==> config.mk <==
export PLATFORM = sky130hd
export DESIGN_NAME = feistel_decrypt_engine_flat
export DESIGN_NICKNAME = d
export VERILOG_FILES = /design/src/rtl/feistel_pkg.sv /design/src/rtl/feistel_decrypt_engine_if.sv /design/src/rtl/feistel_mix_f.sv /design/src/rtl/feistel_decrypt_engine.sv /design/src/flat_wrapper.sv
export SDC_FILE = /design/constraint.sdc
export NUM_CORES = 1
export LEC_CHECK = 0
export ABC_CLOCK_PERIOD_IN_PS = 4300
export CORE_MARGIN = 2
export CORE_UTILIZATION = 45
export CTS_CLUSTER_SIZE = 24
export DETAILED_ROUTE_END_ITERATION = 8
export GPL_TIMING_DRIVEN = 0
export HOLD_SLACK_MARGIN = 0.02
export PLACE_DENSITY_LB_ADDON = 0.05
export SETUP_SLACK_MARGIN = 0.4
export SLEW_MARGIN = 20
export SYNTH_ARGS = -nofsm -noshare
export SYNTH_HDL_FRONTEND = slang
export SYNTH_SLANG_ARGS = --single-unit
==> constraint.sdc <==
create_clock -name clk -period 4.3 [get_ports clk]
set_clock_uncertainty 0.2 [all_clocks]
set_input_delay 0.86 -clock clk [delete_from_list [all_inputs] [get_ports clk]]
set_output_delay 0.86 -clock clk [all_outputs]
set_load 0.05 [all_outputs]
==> src/rtl/feistel_pkg.sv <==
// -----------------------------------------------------------------------------
// feistel_pkg
// Shared types and constants for the Feistel decryption engine:
//   word_t / block_t : 16-bit word and 4-word block (w0 is the most significant)
//   state_t          : engine FSM encoding (IDLE, RUN, DONE)
//   P_SBOX / Q_SBOX  : 4-bit substitution ROMs used by the mixing function F
//   inv_round        : one inverse Feistel round, given F(s1) and F(s2)
// -----------------------------------------------------------------------------
package feistel_pkg;

   localparam int WORD_W = 16;

   typedef logic [WORD_W-1:0] word_t;

   typedef struct packed {
      word_t w0;
      word_t w1;
      word_t w2;
      word_t w3;
   } block_t;

   typedef enum logic [1:0] {
      ST_IDLE = 2'd0,
      ST_RUN  = 2'd1,
      ST_DONE = 2'd2
   } state_t;

   localparam logic [3:0] P_SBOX [16] = '{
      4'd3,  4'd15, 4'd14, 4'd0,  4'd5,  4'd4,  4'd11, 4'd12,
      4'd13, 4'd10, 4'd9,  4'd6,  4'd7,  4'd8,  4'd2,  4'd1
   };

   localparam logic [3:0] Q_SBOX [16] = '{
      4'd9,  4'd14, 4'd5,  4'd6,  4'd10, 4'd2,  4'd3,  4'd12,
      4'd15, 4'd0,  4'd4,  4'd13, 4'd7,  4'd11, 4'd1,  4'd8
   };

   // F is evaluated outside this function (two hardware instances of the
   // mixing network), so the round itself is pure XOR/NOT wiring.
   function automatic block_t inv_round(block_t s, word_t k, word_t f_s1, word_t f_s2);
      block_t n;
      n.w0 = ~s.w1 ^ k;
      n.w1 = s.w3 ^ f_s2;
      n.w2 = s.w0 ^ f_s1;
      n.w3 = ~s.w2 ^ k;
      return n;
   endfunction

endpackage

==> src/rtl/feistel_decrypt_engine_if.sv <==
// -----------------------------------------------------------------------------
// feistel_decrypt_engine_if
// Handshake bundle between the RISC-V-facing side and the decryption engine.
//   in_valid / in_ready   : ciphertext block + key handshake
//   i_d0..i_d3, key       : ciphertext words and round key
//   out_valid / out_ready : plaintext handshake
//   o_d0..o_d3            : plaintext words
//   busy                  : engine is in RUN or DONE
// Modports: master (block producer / plaintext consumer), slave (engine).
// -----------------------------------------------------------------------------
interface feistel_decrypt_engine_if;
   import feistel_pkg::*;

   logic  in_valid;
   logic  in_ready;
   word_t i_d0;
   word_t i_d1;
   word_t i_d2;
   word_t i_d3;
   word_t key;
   logic  out_valid;
   logic  out_ready;
   word_t o_d0;
   word_t o_d1;
   word_t o_d2;
   word_t o_d3;
   logic  busy;

   modport master (
      output in_valid, i_d0, i_d1, i_d2, i_d3, key, out_ready,
      input  in_ready, out_valid, o_d0, o_d1, o_d2, o_d3, busy
   );

   modport slave (
      input  in_valid, i_d0, i_d1, i_d2, i_d3, key, out_ready,
      output in_ready, out_valid, o_d0, o_d1, o_d2, o_d3, busy
   );

endinterface

==> src/rtl/feistel_mix_f.sv <==
// -----------------------------------------------------------------------------
// feistel_mix_f
// Purely combinational 16-bit mixing function F built from three layers of
// 4-bit S-box lookups. The input is split into nibbles {a,b,c,d}, MSB first.
// Ports:
//   x : 16-bit input word
//   y : 16-bit mixed output word
// -----------------------------------------------------------------------------
module feistel_mix_f
   import feistel_pkg::*;
(
   input  word_t x,
   output word_t y
);

   logic [3:0] p10, q10, p20, q20;
   logic [3:0] q11, p11, q21, p21;
   logic [3:0] p12, q12, p22, q22;

   // layer 1: independent substitution of each nibble
   assign p10 = P_SBOX[x[15:12]];
   assign q10 = Q_SBOX[x[11:8]];
   assign p20 = P_SBOX[x[7:4]];
   assign q20 = Q_SBOX[x[3:0]];

   // layer 2: each lookup index is formed from two bit-pairs of neighbouring
   // nibbles, which spreads every input nibble across the word
   assign q11 = Q_SBOX[(p10 & 4'hC) | (q10 >> 2)];
   assign p11 = P_SBOX[{p10[1:0], p20[3:2]}];
   assign q21 = Q_SBOX[{q10[1:0], q20[3:2]}];
   assign p21 = P_SBOX[{p20[1:0], q20[1:0]}];

   // layer 3
   assign p12 = P_SBOX[(q11 & 4'hC) | (p11 >> 2)];
   assign q12 = Q_SBOX[{q11[1:0], q21[3:2]}];
   assign p22 = P_SBOX[{p11[1:0], p21[3:2]}];
   assign q22 = Q_SBOX[{q21[1:0], p21[1:0]}];

   assign y = {p12, q12, p22, q22};

endmodule

==> src/rtl/feistel_decrypt_engine.sv <==
// -----------------------------------------------------------------------------
// feistel_decrypt_engine
// Iterative decryption engine: undoes ROUNDS Feistel encryption stages, one
// inverse round per clock, on a 4x16-bit block with a single 16-bit key.
// Parameters:
//   ROUNDS : number of stages to undo (1..255)
// Ports:
//   clk   : system clock, all state on posedge
//   rst_n : asynchronous active-low reset
//   bus   : slave side of feistel_decrypt_engine_if (in/out handshakes, busy)
// Timing: block accepted at edge T, out_valid high from edge T+ROUNDS until
// the edge on which out_ready is seen; one block per ROUNDS+2 cycles at most.
// -----------------------------------------------------------------------------
module feistel_decrypt_engine
   import feistel_pkg::*;
#(
   parameter int ROUNDS = 8
)(
   input logic                     clk,
   input logic                     rst_n,
   feistel_decrypt_engine_if.slave bus
);

   localparam int CW = $clog2(ROUNDS + 1);

   state_t        state;
   block_t        s;
   block_t        s_next;
   word_t         k;
   word_t         f_s1;
   word_t         f_s2;
   logic [CW-1:0] cnt;
   logic          in_ready_r;
   logic          out_valid_r;
   logic          busy_r;

   feistel_mix_f u_f_s1 (
      .x (s.w1),
      .y (f_s1)
   );

   feistel_mix_f u_f_s2 (
      .x (s.w2),
      .y (f_s2)
   );

   assign s_next = inv_round(s, k, f_s1, f_s2);

   // All handshake outputs are registered so in_ready never depends
   // combinationally on in_valid; the state registers reset to zero, which
   // is what lets o_dN be wired straight to them.
   always_ff @(posedge clk or negedge rst_n) begin
      if (!rst_n) begin
         state       <= ST_IDLE;
         s           <= '0;
         k           <= '0;
         cnt         <= '0;
         in_ready_r  <= 1'b1;
         out_valid_r <= 1'b0;
         busy_r      <= 1'b0;
      end else begin
         unique case (state)
            ST_IDLE: begin
               if (bus.in_valid && in_ready_r) begin
                  s          <= {bus.i_d0, bus.i_d1, bus.i_d2, bus.i_d3};
                  k          <= bus.key;
                  cnt        <= '0;
                  state      <= ST_RUN;
                  in_ready_r <= 1'b0;
                  busy_r     <= 1'b1;
               end
            end
            ST_RUN: begin
               s   <= s_next;
               cnt <= cnt + 1'b1;
               // the edge that performs the last round also raises out_valid
               if (cnt == CW'(ROUNDS - 1)) begin
                  state       <= ST_DONE;
                  out_valid_r <= 1'b1;
               end
            end
            ST_DONE: begin
               if (bus.out_ready) begin
                  state       <= ST_IDLE;
                  out_valid_r <= 1'b0;
                  in_ready_r  <= 1'b1;
                  busy_r      <= 1'b0;
               end
            end
            default: begin
               state       <= ST_IDLE;
               out_valid_r <= 1'b0;
               in_ready_r  <= 1'b1;
               busy_r      <= 1'b0;
            end
         endcase
      end
   end

   assign bus.in_ready  = in_ready_r;
   assign bus.out_valid = out_valid_r;
   assign bus.busy      = busy_r;
   assign bus.o_d0      = s.w0;
   assign bus.o_d1      = s.w1;
   assign bus.o_d2      = s.w2;
   assign bus.o_d3      = s.w3;

endmodule

==> src/flat_wrapper.sv <==
// flat-port wrapper written by rule: the top's interface ports become plain ports
module feistel_decrypt_engine_flat import feistel_pkg::*;
#(
   parameter int ROUNDS = 8
)
  (clk, rst_n, bus_in_valid, bus_i_d0, bus_i_d1, bus_i_d2, bus_i_d3, bus_key, bus_out_ready, bus_in_ready, bus_out_valid, bus_o_d0, bus_o_d1, bus_o_d2, bus_o_d3, bus_busy);
  feistel_decrypt_engine_if bus_i ();
  input logic clk;
  input logic rst_n;
  input wire logic [$bits(bus_i.in_valid)-1:0] bus_in_valid;
  input wire logic [$bits(bus_i.i_d0)-1:0] bus_i_d0;
  input wire logic [$bits(bus_i.i_d1)-1:0] bus_i_d1;
  input wire logic [$bits(bus_i.i_d2)-1:0] bus_i_d2;
  input wire logic [$bits(bus_i.i_d3)-1:0] bus_i_d3;
  input wire logic [$bits(bus_i.key)-1:0] bus_key;
  input wire logic [$bits(bus_i.out_ready)-1:0] bus_out_ready;
  output wire logic [$bits(bus_i.in_ready)-1:0] bus_in_ready;
  output wire logic [$bits(bus_i.out_valid)-1:0] bus_out_valid;
  output wire logic [$bits(bus_i.o_d0)-1:0] bus_o_d0;
  output wire logic [$bits(bus_i.o_d1)-1:0] bus_o_d1;
  output wire logic [$bits(bus_i.o_d2)-1:0] bus_o_d2;
  output wire logic [$bits(bus_i.o_d3)-1:0] bus_o_d3;
  output wire logic [$bits(bus_i.busy)-1:0] bus_busy;
  assign bus_i.in_valid = bus_in_valid;
  assign bus_i.i_d0 = bus_i_d0;
  assign bus_i.i_d1 = bus_i_d1;
  assign bus_i.i_d2 = bus_i_d2;
  assign bus_i.i_d3 = bus_i_d3;
  assign bus_i.key = bus_key;
  assign bus_i.out_ready = bus_out_ready;
  assign bus_in_ready = bus_i.in_ready;
  assign bus_out_valid = bus_i.out_valid;
  assign bus_o_d0 = bus_i.o_d0;
  assign bus_o_d1 = bus_i.o_d1;
  assign bus_o_d2 = bus_i.o_d2;
  assign bus_o_d3 = bus_i.o_d3;
  assign bus_busy = bus_i.busy;
  feistel_decrypt_engine #(.ROUNDS(ROUNDS)) u_core (.clk(clk), .rst_n(rst_n), .bus(bus_i));
endmodule
==> results by group <==
Placement
  – Pre-CTS WS: -0.245 ns
  – Placer Congestion: 0.882
  – # port buffers: 150
  – Dpl hpwl: 20900 µm
  – Cell Area, Placed: 0.0107 mm²

Synth
  – Top FF cell, synth: dfrtp_1
  – Library cells used by synthesis: 82
  – Ys Warns: 0
  – Share of the synthesized area in the top cell type: 0.251
  – Post-synthesis net count: 1103
  – Avg Cell Area, Syn: 9.30 µm²
  – Post-synth EDFFs: 0
  – Seq/Total Area, Yosys: 0.254
  – Mapped cell area: 0.00878 mm²
  – Synth top area cells: dfrtp_1, ha_1, mux2i_1, xor2_1, a221o_1
  – Top post-synthesis cells by count: dfrtp_1, ha_1, nor2_1
  – Synth area leader: dfrtp_1
  – Ys async rst share: 1.00
  – Mapped Cells: 944
  – #FFs+latches synth: 89
  – Most common cell in the netlist: dfrtp_1

Floorplanning
  – Die width: 144 µm
  – Core box area: 0.0193 mm²
  – Chip height: 144 µm
  – Initial Util: 0.456
  – I/O pin count: 151
  – Die Footprint: 0.0206 mm²
  – # rows: 51

Clocking
  – Clock transition at path regs: 0.07 ns
  – Clk sinks: 89
  – H-tree depth: 3
  – CTS tree: yes
  – Inserted Clock Buffers: 9
  – Clk_lat worst skew: 0.36 ns
  – Root Buffer: clkbuf_16
  – Deepest clock path buffer count: 2

Finish
  – Final layout net count: 1286
  – Post-route design area: 0.0113 mm²
  – Layout area overhead: 28.4%
  – Fin util: 0.585
  – FILL cells: 1783
  – Antenna diodes: 0
  – Layout cells sized above 1: 0.154

Worst setup path
  – Req. time, crit path: 4.30 ns
  – Arrival time worst endpoint: 3.81 ns
  – Reg2Reg Capture Point: u_core.bus.o_d1[14]
  – R2R cell count: 13
  – CP cell instances: inv_1, ha_1, or2_1, a31oi_4, inv_1, ha_1, a221o_2, inv_1, ha_1, mux2_2, mux2i_2, xnor2_1, a21oi_1
  – Setup crit start: u_core.bus.o_d2[4]
  – Critical path depth: 13
  – CP Buf/Inv Count: 3
  – Critical Path Slowest Stage Cell: a221o_2
  – Crit-path max cell delay: 0.47 ns
  – R2R setup slack: 0.49 ns
  – Max FO, Critical Path: 4
  – Setup CP Type: register to register
  – Cell family with most CP delay: adder cells
  – Reg-to-Reg Start: u_core.bus.o_d2[4]
  – Worst setup EP type: register
  – Startpoint types: register

GRT
  – Initial antenna violation count: 1
  – Vias in the first global route: 7318
  – Pin count of the biggest net entering global routing: 68
  – First-pass GRT wire length: 41700 µm
  – Remaining global-route overflow: 0
  – GRT Util Overall: 0.267

Route
  – DRT antenna net count: 0
  – Avg Vias per Cell: 5.60
  – DRT Wirelength: 27700 µm
  – Wirelength per Cell: 19.9 µm
  – Drt first pass iters: 4
  – Initial DRC count: 436
  – DRC viols: 0
  – Vias: 7817

Run
  – Max cap viols: 0

Outcome
  – Status: complete, no violations

STA
  – RSZ-0062 raised after global routing: no
  – Slew headroom: 0.445
  – FMAX: 262 MHz
  – Final period util: 0.887
  – Slew Limit Fails: 0
  – Final worst setup slack: 0.486 ns
  – Final Hold Viols: 0
  – Tmin final: 3.81 ns
  – Tightest Pin Transition: 0.833 ns
  – Setup-failing EPs final: 0

Worst hold path
  – Hold crit path type: input pin to asynchronous set/reset pin
[registers in the layout, indices dropped and copies added, names as in the netlist]
name                  flops
u_core.bus.busy           1
u_core.bus.in_ready       1
u_core.bus.o_d0          16
u_core.bus.o_d1          16
u_core.bus.o_d2          16
u_core.bus.o_d3          16
u_core.bus.out_valid      1
u_core.cnt                4
u_core.k                 16
u_core.state              2
[layout by cell type (no fill, tap or decap), types with 9 or more instances in the layout]
cell type and count:
nand2_1 53, a21oi_1 44, a211oi_1 17, nor2_1 74, xor2_1 52, o21ai_0 21, o211ai_1 11, xnor2_1 32
clkdlybuf4s50_1 149, mux4_2 12, dfrtp_1 80, clkbuf_16 9, o211a_1 16, inv_2 9, nor2b_1 18, buf_2 20
nand2b_1 11, inv_1 67, buf_4 25, nand3_1 11, ha_1 74, o21ai_1 14, a221o_1 33, clkbuf_1 29
mux2_2 30, mux2i_1 59
[layout make-up]
class                   count  area [µm²]  share of cell area
plain buffers              54         250              0.0222
clock buffers              11         233              0.0207
clock inverters             5        41.3             0.00366
flip-flops and latches     89        2240               0.199
multi-input cells         725        6200               0.550
repair buffers            172        1690               0.150
well taps                 265         332              0.0294
inverters                  76         285              0.0253
[worst register-to-register path, delay by kind of cell, from the launching register on]
family,cells,cell delay [ns]
XOR/XNOR,1,0.19
AND/OR/NAND/NOR,1,0.30
multiplexers,2,0.51
buffers and inverters,3,0.31
flip-flops,1,0.42
AO/OA/AOI/OAI,3,0.82
adder cells (fa/ha/maj),3,0.90
[layer usage]
metal | track usage | up-vias | routed length (µm)
met5 | 0 | - | 0
met2 | 0.419 | 274 | 12600
met4 | 0.0800 | 0 | 756
met1 | 0.370 | 3756 | 12500
li1 | - | 3742 | -
met3 | 0.0583 | 45 | 1870
[repair_timing]
action                     CTS  global route
setup endpoints to repair   13            20
buffers inserted             7            14
resized for setup           13            22
pin swaps                    2             4
hold buffers                 0             0
[worst max-delay path by stage]
stage | to | slack, ns
CTS | u_core.bus.o_d1[14] | 0.36
detailed placement | u_core.bus.o_d1[14] | -0.25
floorplan | u_core.bus.o_d1[7] | 0.39
global route | u_core.bus.o_d2[3] | 0.38
finish | u_core.bus.o_d1[14] | 0.49
global placement | u_core.bus.o_d1[1] | -1.77
[stage by stage]
stage          hold slack, ns  setup TNS (ns)  std cells
3_3_place_gp            0.264         -126.87       1359
2_1_floorplan           0.246               0        944
6_report                0.152               0       1397
4_1_cts                 0.157               0       1383
5_1_grt                 0.163               0       1397
3_5_place_dp            0.272          -0.357       1360
[cells by family after synthesis]
| group | count (synthesis) | share of synthesized area |
|---|---|---|
| adder cells (fa/ha/maj) | 75 | 0.107 |
| XOR/XNOR | 84 | 0.0838 |
| multiplexers | 118 | 0.164 |
| AND/OR/NAND/NOR | 214 | 0.118 |
| flip-flops | 89 | 0.254 |
| AO/OA/AOI/OAI | 234 | 0.212 |
| buffers and inverters | 130 | 0.0610 |
Power is not shown: default switching activity piles up to over one toggle a cycle in this logic, so the estimate is an artifact.
